$ cat config.mk
export PLATFORM = sky130hd
export DESIGN_NAME = io_periph_flat
export DESIGN_NICKNAME = d
export VERILOG_FILES = /design/src/rtl/io_periph_if.sv /design/src/rtl/io_periph.sv /design/src/flat_wrapper.sv
export SDC_FILE = /design/constraint.sdc
export NUM_CORES = 1
export LEC_CHECK = 0
export CORE_MARGIN = 5
export CORE_UTILIZATION = 51
export DETAILED_ROUTE_END_ITERATION = 10
export GPL_TIMING_DRIVEN = 0
export PLACE_DENSITY = 0.77
export SLEW_MARGIN = 30
export SYNTH_ARGS = -nofsm -noshare
export SYNTH_HDL_FRONTEND = slang
export SYNTH_SLANG_ARGS = --single-unit
export TNS_END_PERCENT = 1
$ cat constraint.sdc
create_clock -name clk -period 3.55 [get_ports clk]
set_input_delay 1.065 -clock clk [delete_from_list [all_inputs] [get_ports clk]]
set_output_delay 1.065 -clock clk [all_outputs]
set_load 0.005 [all_outputs]
$ cat src/rtl/io_periph_if.sv
// ---------------------------------------------------------------------------
// io_periph_if
//  CPU IO-port bus between the single-cycle CPU (master) and the memory-mapped
//  IO responder (slave).
//  Signals:
//   ioCe      CPU -> dev  IO access enable
//   ioWe      CPU -> dev  write strobe, meaningful only with ioCe=1
//   ioAddr    CPU -> dev  byte address, bits [1:0] ignored by the device
//   ioWtData  CPU -> dev  write data
//   ioRdData  dev -> CPU  combinational read data
// ---------------------------------------------------------------------------
interface io_periph_if;
   logic        ioCe;
   logic        ioWe;
   logic [31:0] ioAddr;
   logic [31:0] ioWtData;
   logic [31:0] ioRdData;

   modport master (output ioCe, output ioWe, output ioAddr, output ioWtData,
                   input  ioRdData);
   modport slave  (input  ioCe, input  ioWe, input  ioAddr, input  ioWtData,
                   output ioRdData);
endinterface

$ cat src/rtl/io_periph.sv
// ---------------------------------------------------------------------------
// io_periph
//  Memory-mapped IO responder: LED, switch, timer and UART-TX registers in a
//  10-word window starting at BASE_ADDR. Reads are combinational, writes
//  commit on the rising clock edge.
//  Ports:
//   clk       system clock, rising edge
//   rst_n     asynchronous active-low reset
//   bus       CPU IO bus (slave side)
//   sw        raw switches, asynchronous (2-flop synchronised)
//   led       LED drive
//   txd       UART serial out, idles high
//   timerIrq  timer interrupt, level
// ---------------------------------------------------------------------------
module io_periph #(
   parameter logic [31:0] BASE_ADDR        = 32'h0000_1000,
   parameter logic [15:0] DEFAULT_BAUD_DIV = 16'd434,
   parameter int          LED_W            = 16,
   parameter int          SW_W             = 16
) (
   input  logic             clk,
   input  logic             rst_n,
   io_periph_if.slave       bus,
   input  logic [SW_W-1:0]  sw,
   output logic [LED_W-1:0] led,
   output logic             txd,
   output logic             timerIrq
);

   typedef enum logic [1:0] {U_IDLE, U_START, U_DATA, U_STOP} uart_state_t;

   // Address decode. The unsigned subtract wraps addresses below the base to
   // huge values, so a single compare covers both ends of the window.
   logic [31:0] offset;
   logic        in_range;
   logic [3:0]  idx;
   logic        wr_en;

   assign offset   = bus.ioAddr - BASE_ADDR;
   assign in_range = (offset < 32'h28);
   assign idx      = offset[5:2];
   assign wr_en    = bus.ioCe & bus.ioWe & in_range;

   logic wr_led, wr_count, wr_cmp, wr_ctrl, wr_tstat, wr_tx, wr_ustat, wr_baud, wr_scratch;
   assign wr_led     = wr_en && (idx == 4'd0);
   assign wr_count   = wr_en && (idx == 4'd2);
   assign wr_cmp     = wr_en && (idx == 4'd3);
   assign wr_ctrl    = wr_en && (idx == 4'd4);
   assign wr_tstat   = wr_en && (idx == 4'd5);
   assign wr_tx      = wr_en && (idx == 4'd6);
   assign wr_ustat   = wr_en && (idx == 4'd7);
   assign wr_baud    = wr_en && (idx == 4'd8);
   assign wr_scratch = wr_en && (idx == 4'd9);

   logic [SW_W-1:0] sw_s1, sw_s2;
   logic [31:0]     count, cmp, scratch;
   logic [2:0]      ctrl;          // [0]en [1]autoReload [2]irqEn
   logic            irq_flag, overrun;
   logic [15:0]     baud;
   logic            cmp_hit;

   assign cmp_hit  = ctrl[0] && (count == cmp);
   assign timerIrq = irq_flag & ctrl[2];

   always_ff @(posedge clk or negedge rst_n) begin
      if (!rst_n) begin
         led      <= '0;
         sw_s1    <= '0;
         sw_s2    <= '0;
         count    <= '0;
         cmp      <= '0;
         ctrl     <= '0;
         irq_flag <= 1'b0;
         baud     <= DEFAULT_BAUD_DIV;
         scratch  <= '0;
      end else begin
         sw_s1 <= sw;
         sw_s2 <= sw_s1;
         if (wr_led)     led     <= bus.ioWtData[LED_W-1:0];
         if (wr_cmp)     cmp     <= bus.ioWtData;
         if (wr_ctrl)    ctrl    <= bus.ioWtData[2:0];
         if (wr_baud)    baud    <= bus.ioWtData[15:0];
         if (wr_scratch) scratch <= bus.ioWtData;
         // A CPU write to COUNT wins over both increment and reload.
         if (wr_count)
            count <= bus.ioWtData;
         else if (ctrl[0])
            count <= (cmp_hit && ctrl[1]) ? 32'd0 : count + 32'd1;
         // A compare hit beats a simultaneous W1C clear.
         if (cmp_hit)
            irq_flag <= 1'b1;
         else if (wr_tstat && bus.ioWtData[0])
            irq_flag <= 1'b0;
      end
   end

   // UART transmitter
   uart_state_t state, state_nxt;
   logic [15:0] div, div_nxt, cnt, cnt_nxt;
   logic [7:0]  sh, sh_nxt;
   logic [2:0]  bitn, bitn_nxt;
   logic        bit_end, busy;

   assign busy    = (state != U_IDLE);
   assign bit_end = (cnt == div - 16'd1);

   always_ff @(posedge clk or negedge rst_n) begin
      if (!rst_n) state <= U_IDLE;
      else        state <= state_nxt;
   end

   always_comb begin
      state_nxt = state;
      div_nxt   = div;
      cnt_nxt   = cnt;
      sh_nxt    = sh;
      bitn_nxt  = bitn;
      case (state)
         U_IDLE: begin
            if (wr_tx) begin
               sh_nxt    = bus.ioWtData[7:0];
               // Divider is captured here so a later BAUD write cannot
               // stretch or shrink the frame in flight.
               div_nxt   = (baud == 16'd0) ? 16'd1 : baud;
               cnt_nxt   = 16'd0;
               state_nxt = U_START;
            end
         end
         U_START: begin
            cnt_nxt = cnt + 16'd1;
            if (bit_end) begin
               cnt_nxt   = 16'd0;
               bitn_nxt  = 3'd0;
               state_nxt = U_DATA;
            end
         end
         U_DATA: begin
            cnt_nxt = cnt + 16'd1;
            if (bit_end) begin
               cnt_nxt  = 16'd0;
               sh_nxt   = {1'b0, sh[7:1]};
               bitn_nxt = bitn + 3'd1;
               if (bitn == 3'd7) state_nxt = U_STOP;
            end
         end
         U_STOP: begin
            cnt_nxt = cnt + 16'd1;
            if (bit_end) begin
               cnt_nxt   = 16'd0;
               state_nxt = U_IDLE;
            end
         end
         default: state_nxt = U_IDLE;
      endcase
   end

   always_ff @(posedge clk or negedge rst_n) begin
      if (!rst_n) begin
         div     <= 16'd1;
         cnt     <= '0;
         sh      <= '0;
         bitn    <= '0;
         overrun <= 1'b0;
      end else begin
         div  <= div_nxt;
         cnt  <= cnt_nxt;
         sh   <= sh_nxt;
         bitn <= bitn_nxt;
         if (wr_tx && busy)
            overrun <= 1'b1;
         else if (wr_ustat && bus.ioWtData[1])
            overrun <= 1'b0;
      end
   end

   // txd is decoded from the async-reset state, so reset forces it high at once.
   always_comb begin
      case (state)
         U_START: txd = 1'b0;
         U_DATA:  txd = sh[0];
         default: txd = 1'b1;
      endcase
   end

   // Combinational read mux
   always_comb begin
      bus.ioRdData = 32'd0;
      if (bus.ioCe && in_range) begin
         case (idx)
            4'd0:    bus.ioRdData = 32'(led);
            4'd1:    bus.ioRdData = 32'(sw_s2);
            4'd2:    bus.ioRdData = count;
            4'd3:    bus.ioRdData = cmp;
            4'd4:    bus.ioRdData = {29'd0, ctrl};
            4'd5:    bus.ioRdData = {31'd0, irq_flag};
            4'd7:    bus.ioRdData = {30'd0, overrun, busy};
            4'd8:    bus.ioRdData = {16'd0, baud};
            4'd9:    bus.ioRdData = scratch;
            default: bus.ioRdData = 32'd0;
         endcase
      end
   end

endmodule

$ cat src/flat_wrapper.sv
// flat-port wrapper written by rule: the top's interface ports become plain ports
module io_periph_flat 
#(
   parameter logic [31:0] BASE_ADDR        = 32'h0000_1000,
   parameter logic [15:0] DEFAULT_BAUD_DIV = 16'd434,
   parameter int          LED_W            = 16,
   parameter int          SW_W             = 16
)
  (clk, rst_n, sw, led, txd, timerIrq, bus_ioCe, bus_ioWe, bus_ioAddr, bus_ioWtData, bus_ioRdData);
  io_periph_if bus_i ();
  input  logic clk;
  input  logic rst_n;
  input  logic [SW_W-1:0] sw;
  output logic [LED_W-1:0] led;
  output logic txd;
  output logic timerIrq;
  input wire logic [$bits(bus_i.ioCe)-1:0] bus_ioCe;
  input wire logic [$bits(bus_i.ioWe)-1:0] bus_ioWe;
  input wire logic [$bits(bus_i.ioAddr)-1:0] bus_ioAddr;
  input wire logic [$bits(bus_i.ioWtData)-1:0] bus_ioWtData;
  output wire logic [$bits(bus_i.ioRdData)-1:0] bus_ioRdData;
  assign bus_i.ioCe = bus_ioCe;
  assign bus_i.ioWe = bus_ioWe;
  assign bus_i.ioAddr = bus_ioAddr;
  assign bus_i.ioWtData = bus_ioWtData;
  assign bus_ioRdData = bus_i.ioRdData;
  io_periph #(.BASE_ADDR(BASE_ADDR), .DEFAULT_BAUD_DIV(DEFAULT_BAUD_DIV), .LED_W(LED_W), .SW_W(SW_W)) u_core (.clk(clk), .rst_n(rst_n), .bus(bus_i), .sw(sw), .led(led), .txd(txd), .timerIrq(timerIrq));
endmodule
==> results of run 1 <==
## power by group
part	internal, mW	switching (mW)
logic	0.109	0.147
clock network	1.54	1.04
registers	2.42	0.0108
## per-layer routing
layer	routed length (um)	track usage, %	vias up
met4	1136	9.087	2
met5	7	0	-
li1	-	-	4125
met2	15300	41.75	477
met3	3074	5.326	75
met1	13350	37.22	4547
## cell type report
cell class / count / share of cell area [%]
plain buffers: 71 / 2.868
clock buffers: 29 / 4.637
clock inverters: 15 / 1.295
inverters: 15 / 0.4020
multi-input cells: 721 / 40.60
flip-flops and latches: 210 / 37.58
well taps: 275 / 2.457
repair buffers: 155 / 10.17
## metrics by stage
| stage | util, % | setup slack (ps) | instance area (um^2) | TNS [ps] |
|---|---|---|---|---|
| 2_1_floorplan | - | -26.62 | 10840 | -129.1 |
| 3_3_place_gp | 59.49 | -7258 | 12470 | -1702180 |
| 3_5_place_dp | 59.83 | -1767 | 12540 | -201520 |
| 4_1_cts | 66.61 | -448.7 | 13960 | -11030 |
| 5_1_grt | 66.83 | -488.9 | 14000 | -13580 |
| 6_report | 66.83 | -454.7 | 14000 | -11330 |
## synth_stat cells (15+ instances only)
cell type	n
a21o_1	16
o21ai_0	55
a21oi_1	19
a22oi_1	45
xor2_1	57
dfrtp_1	204
clkbuf_1	59
nor2_1	62
nand3_1	22
nor4_1	16
mux2_1	16
xnor2_1	17
nand4_1	19
and3_1	23
a31oi_1	19
nor3_1	49
inv_1	15
mux2_2	97
nand2_1	61
a222oi_1	18
## worst max-delay path by stage
| stage | end | slack [ps] |
|---|---|---|
| floorplan | bus_ioRdData[10] | -30 |
| global placement | u_core.scratch[21] | -7260 |
| detailed placement | bus_ioRdData[4] | -1770 |
| CTS | bus_ioRdData[4] | -450 |
| global route | bus_ioRdData[12] | -490 |
| finish | bus_ioRdData[12] | -450 |
## repair_timing
action                                  in CTS  in global routing
buffers inserted                            21                  1
pin swaps                                   29                 10
endpoints found under the setup margin     196                130
cloned                                       3                  0
resized for setup                          314                 28
## cells in the final DEF (no fill, tap or decap), types with 7 or more instances in the layout
| cell type | count |
|---|---|
| a21o_1 | 16 |
| a21oi_1 | 19 |
| a222oi_1 | 18 |
| a22o_1 | 8 |
| a22oi_1 | 45 |
| a31oi_4 | 15 |
| and3_1 | 23 |
| buf_2 | 42 |
| buf_4 | 10 |
| buf_6 | 20 |
| clkbuf_1 | 39 |
| clkbuf_16 | 28 |
| clkbuf_2 | 14 |
| clkbuf_4 | 9 |
| clkdlybuf4s15_1 | 7 |
| clkdlybuf4s50_1 | 68 |
| dfrtp_1 | 204 |
| ha_1 | 10 |
| inv_1 | 15 |
| mux2_1 | 16 |
| mux2_2 | 97 |
| nand2_1 | 61 |
| nand3_1 | 21 |
| nand4_1 | 19 |
| nor2_1 | 50 |
| nor2_4 | 10 |
| nor3_1 | 45 |
| nor3b_1 | 9 |
| nor4_1 | 11 |
| o21ai_0 | 54 |
| xnor2_1 | 17 |
| xor2_1 | 57 |
## worst max-delay path, delay by kind of cell
kind | cells | cell delay, ps
compound gates | 1 | 160
simple gates | 3 | 1120
buf+inv | 4 | 580
## flip-flops by register name (all words and copies together) (netlist names)
name / cells
u_core.cmp: 32
u_core.sh: 8
u_core.led: 16
u_core.overrun: 1
u_core.sw_s1: 16
u_core.sw_s2: 16
u_core.baud: 16
u_core.div: 16
u_core.scratch: 32
u_core.count: 32
u_core.irq_flag: 1
u_core.bitn: 3
u_core.state: 2
u_core.ctrl: 3
u_core.cnt: 16
## cells by family (layout without fill, tap and decap cells)
| family | after synthesis | count (layout) | share of synthesized area [%] |
|---|---|---|---|
| xor+xnor | 74 | 74 | 5.987 |
| mux | 119 | 119 | 12.36 |
| buf+inv | 87 | 285 | 3.155 |
| simple gates | 306 | 306 | 14.77 |
| compound gates | 212 | 212 | 13.96 |
| fa+ha+maj | 10 | 10 | 1.156 |
| flops | 210 | 210 | 48.61 |
==> flow_summary.json, run 1 <==
{
  "die_y_um": 155.7,
  "worstRegToRegCells": 11,
  "start_util_pct": 51.66,
  "num_vias": 9226,
  "yosys-top-cells-area": "dfrtp_1 47%, mux2_2 10%, xor2_1 4.6%",
  "yosysSeqAreaShare_pct": 48.61,
  "setup_viol_count_final": 40,
  "whs_ps": 344.7,
  "cts-htree-levels": 1,
  "rows": 53,
  "maxSlewHeadroom_pct": 39.91,
  "cpPeakStageDelay_ps": 710,
  "ys_ff_latch": 210,
  "die_width_um": 155.7,
  "drt-total-wl_um": 32870,
  "violations": "negative setup slack",
  "synth_top_area_share_pct": 47.16,
  "finalClockSkew_ps": 15.03,
  "clk_pin_slew_worst_paths_ps": 60,
  "path_max_fanout": 8,
  "grt_pass1_wl_um": 51480,
  "seqCellArea_um2": 5263,
  "clkLatencyLatePin_ps": 530,
  "drc": 0,
  "finalPower_mw": 5.266,
  "setup_slack_ps": -454.7,
  "drt_iter0_drc": 897,
  "start_kind": "primary input",
  "synth_area_um2": 10830,
  "tightestPinTransition_ps": 893.9,
  "ctsHoldBuffers": 0,
  "post-route-min-period_ps": 4005,
  "leakage_nw": 6.093,
  "syn_inst": 1018,
  "drive_gt1_share_pct": 25.16,
  "async_reset_ff_share_pct": 100.0,
  "hp-start": "u_core.sw_s1[2]",
  "synth_ff_type": "dfrtp_1",
  "grt_overflow": 0,
  "drtAntennaViolNets": 0,
  "grt_max_degree": 90,
  "min_period_over_period_pct": 112.8,
  "diodes": 0,
  "die-area_um2": 24240,
  "holdPathStages": 0,
  "grt_antenna_before_repair": 1,
  "startpoint": "bus_ioAddr[16]",
  "crit_type": "primary input to output port",
  "syn-num-nets": 1112,
  "multiInputGateArea_um2": 5685,
  "worstPathRequired_ps": 2480,
  "crit_arrival_ps": 2940,
  "synth_area_leader_cell": "dfrtp_1",
  "status": "complete, but fails checks",
  "hold_class": "register to register",
  "cts_buffers": 24,
  "reg2reg_to": "u_core.count[18]",
  "cts_buffer_depth": 3,
  "fill_cells": 1636,
  "gp_congestion": 0.9321,
  "ir_worst_vdd_v": 0.0003701,
  "synth_edf_count": 0,
  "cts_tree": "built",
  "grt_pass1_vias": 9252,
  "num_io_pins": 134,
  "dp_hpwl_um": 22090,
  "yosysUniqueCellTypes": 67,
  "synth.avg_cell_area_um2": 10.63,
  "rsz0062_at_grt": "yes",
  "area_growth_pct": 29.37,
  "ys_warn_count": 0,
  "drv_cap": 0,
  "r2r-start": "u_core.count[18]",
  "clock-sinks": 210,
  "critPathSlowestCell": "or4_4",
  "reg2reg_slack_ps": -30,
  "maxSlewViolCount": 0,
  "stdcell_count": 1491,
  "clockRootBuffer": "clkbuf_16",
  "max_freq_ghz": 0.2497,
  "post-place-cells": 1423,
  "hold_path_end": "u_core.sw_s2[2]",
  "core_area_um2": 20960,
  "critical_path.cell_chain": "buf_6 -> nor4_4 -> nand4_1 -> or4_4 -> clkbuf_16 -> buf_8 -> a31oi_4 -> buf_2",
  "grtUsageTotal_pct": 26.60,
  "fin_nets": 1292,
  "end_kind": "output port",
  "viasPerCell": 6.188,
  "power_density_nw_per_um2": 376.0,
  "finalHoldViolations": 0,
  "wl_per_cell_um": 22.05,
  "dr.pass1.iters": 8,
  "port_buffers": 128
}
No activity file was read; power rests on OpenSTA's default activity.
==> run 2: changes to the inputs <==
--- a/config.mk
+++ b/config.mk
@@ -9,7 +9,7 @@
 export CORE_UTILIZATION = 51
 export DETAILED_ROUTE_END_ITERATION = 10
 export GPL_TIMING_DRIVEN = 0
-export PLACE_DENSITY = 0.77
+export PLACE_DENSITY_LB_ADDON = 0.1
 export SLEW_MARGIN = 30
 export SYNTH_ARGS = -nofsm -noshare
 export SYNTH_HDL_FRONTEND = slang
==> run 2 against run 1 <==
The flow still finishes with violations (negative setup slack). Critical path type unchanged. Sequential power hardly changed. Register-to-register slack better by 280 ps. Clock skew is 7.3 ps higher. Combinational power hardly changed. Worst setup slack better by 19 ps.
==> flow_summary.json, run 2 (synthesis results as in run 1) <==
{
  "status": "complete, but fails checks",
  "violations": "negative setup slack",
  "start_kind": "primary input",
  "grt_pass1_wl_um": 51330,
  "drv_cap": 0,
  "path_max_fanout": 7,
  "start_util_pct": 51.66,
  "post-place-cells": 1423,
  "critPathBufInv": 4,
  "clockRootBuffer": "clkbuf_16",
  "whs_ps": 343.0,
  "grtUsageTotal_pct": 26.59,
  "worstPathRequired_ps": 2480,
  "die_width_um": 155.7,
  "post-route-min-period_ps": 3986,
  "rows": 53,
  "die-area_um2": 24240,
  "critPathSlowestCell": "or4_4",
  "grt_pass1_vias": 8936,
  "area_growth_pct": 29.10,
  "cts-htree-levels": 1,
  "top_regs": "u_core.cmp: 32 flops, u_core.count: 32 flops, u_core.scratch: 32 flops",
  "core_area_um2": 20960,
  "grt_max_degree": 86,
  "num_vias": 9074,
  "power.internal_mw": 4.021,
  "ir_worst_vdd_v": 0.0003168,
  "rsz0062_at_grt": "yes",
  "port_buffers": 128,
  "tightestPinTransition_ps": 939.3,
  "dr.pass1.iters": 7,
  "max_freq_ghz": 0.2509,
  "setup_viol_count_final": 33,
  "drt-total-wl_um": 32560,
  "maxSlewViolCount": 0,
  "drtAntennaViolNets": 0,
  "seqPwrFrac_pct": 46.9,
  "utilization_pct": 66.69,
  "crit_type": "primary input to output port",
  "p_sw_mw": 1.156,
  "power_density_nw_per_um2": 370.4,
  "gp_congestion": 0.9143,
  "clk_pin_slew_worst_paths_ps": 60,
  "wl_per_cell_um": 21.87,
  "diodes": 0,
  "cts_tree": "built",
  "layout_common_cells": "204 x dfrtp_1, 97 x mux2_2, 68 x clkdlybuf4s50_1, 61 x nand2_1, 57 x xor2_1",
  "die_y_um": 155.7,
  "swShare_pct": 22.33,
  "clkPwrFrac_pct": 48.1,
  "drive_gt1_share_pct": 25.70,
  "maxSlewHeadroom_pct": 36.86,
  "stdcell_count": 1489,
  "cts_buffers": 24,
  "clkLatencyLatePin_ps": 530,
  "end_kind": "output port",
  "viasPerCell": 6.094,
  "final_common_cell": "dfrtp_1",
  "num_io_pins": 134,
  "hold_class": "register to register",
  "cts_buffer_depth": 3,
  "finalClockSkew_ps": 22.38,
  "fin_nets": 1292,
  "combPwrFrac_pct": 5.0,
  "drt_iter0_drc": 820,
  "grt_overflow": 0,
  "min_period_over_period_pct": 112.3,
  "cp_top_family": "simple AND/OR/NAND/NOR gates",
  "drc": 0,
  "crit_arrival_ps": 2920,
  "grt_antenna_before_repair": 0,
  "clock-sinks": 210,
  "finalHoldViolations": 0,
  "fill_cells": 1710,
  "cpPeakStageDelay_ps": 700,
  "setup_slack_ps": -435.6,
  "dpl_worst_slack_ps": -1772,
  "leakage_nw": 6.127,
  "dp_hpwl_um": 22140,
  "critical_path.cell_chain": "buf_6 -> nor4_2 -> nand4_1 -> or4_4 -> clkbuf_16 -> buf_8 -> a31oi_4 -> buf_2"
}
==> run 2: changes by cell type in the layout (fill, tap and decap cells not counted), sizes merged <==
cell / delta
buf: +5
clkinvlp: -3
bufinv: -1
dlygate4sd2: +1
inv: -2
clkdlybuf4s15: -1
clkbuf: -1
==> run 2: final timing paths <==
path                                   from  slack (ps)  depth (start not counted)          endpoint
setup reg to reg              u_core.div[1]         250                         11     u_core.cnt[0]
setup / recovery             bus_ioAddr[21]        -440                          8  bus_ioRdData[12]
hold reg to reg            u_core.sw_s1[10]         340                          0  u_core.sw_s2[10]
min in group asynchronous             rst_n         470                          1    u_core.cnt[10]
hold / removal             u_core.sw_s1[10]         340                          0  u_core.sw_s2[10]
max in group asynchronous             rst_n        2320                          2    u_core.cmp[31]
==> run 2: routing by layer <==
metal | track usage [%] | vias up | part of all wire [%]
met3 | 4.632 | 82 | 6.4
met1 | 36.05 | 4532 | 41
li1 | - | 4121 | -
met5 | 0 | - | 0
met4 | 9.212 | 0 | 3.8
met2 | 43.46 | 339 | 48
==> run 2: through the flow <==
stage / TNS, ps / instance area [um^2] / power (mW)
after floorplan: -129.1 / 10840 / 2.514
after global placement: -1759610 / 12470 / 2.696
after detailed placement: -203060 / 12540 / 2.704
after CTS: -12750 / 13950 / 5.211
after global routing: -11880 / 13980 / 5.326
final: -10240 / 13980 / 5.176
==> run 2: final cells by class <==
cell class              instances  area, um^2  share of cell area (%)
repair buffers                155        1405                   10.05
inverters                      15       56.30                  0.4029
plain buffers                  71       466.7                   3.339
clock inverters                 9       108.9                  0.7789
multi-input cells             721        5648                   40.41
clock buffers                  33       684.4                   4.897
well taps                     275       344.1                   2.462
flip-flops and latches        210        5263                   37.65
==> run 2: repair_timing <==
action / in CTS / in global routing
hold buffers: 0 / 0
gates resized for setup: 319 / 34
cloned: 2 / 0
buffers inserted: 23 / 0
pin swaps: 30 / 8
setup endpoints to repair: 201 / 175
==> run 2: power by group through the flow <==
stage	clock (mW)	sequential, mW	combinational [mW]
floorplan	0	2.47	0.0470
global placement	0	2.47	0.222
detailed placement	0	2.47	0.232
CTS	2.52	2.43	0.258
global route	2.61	2.43	0.282
finish	2.49	2.43	0.259
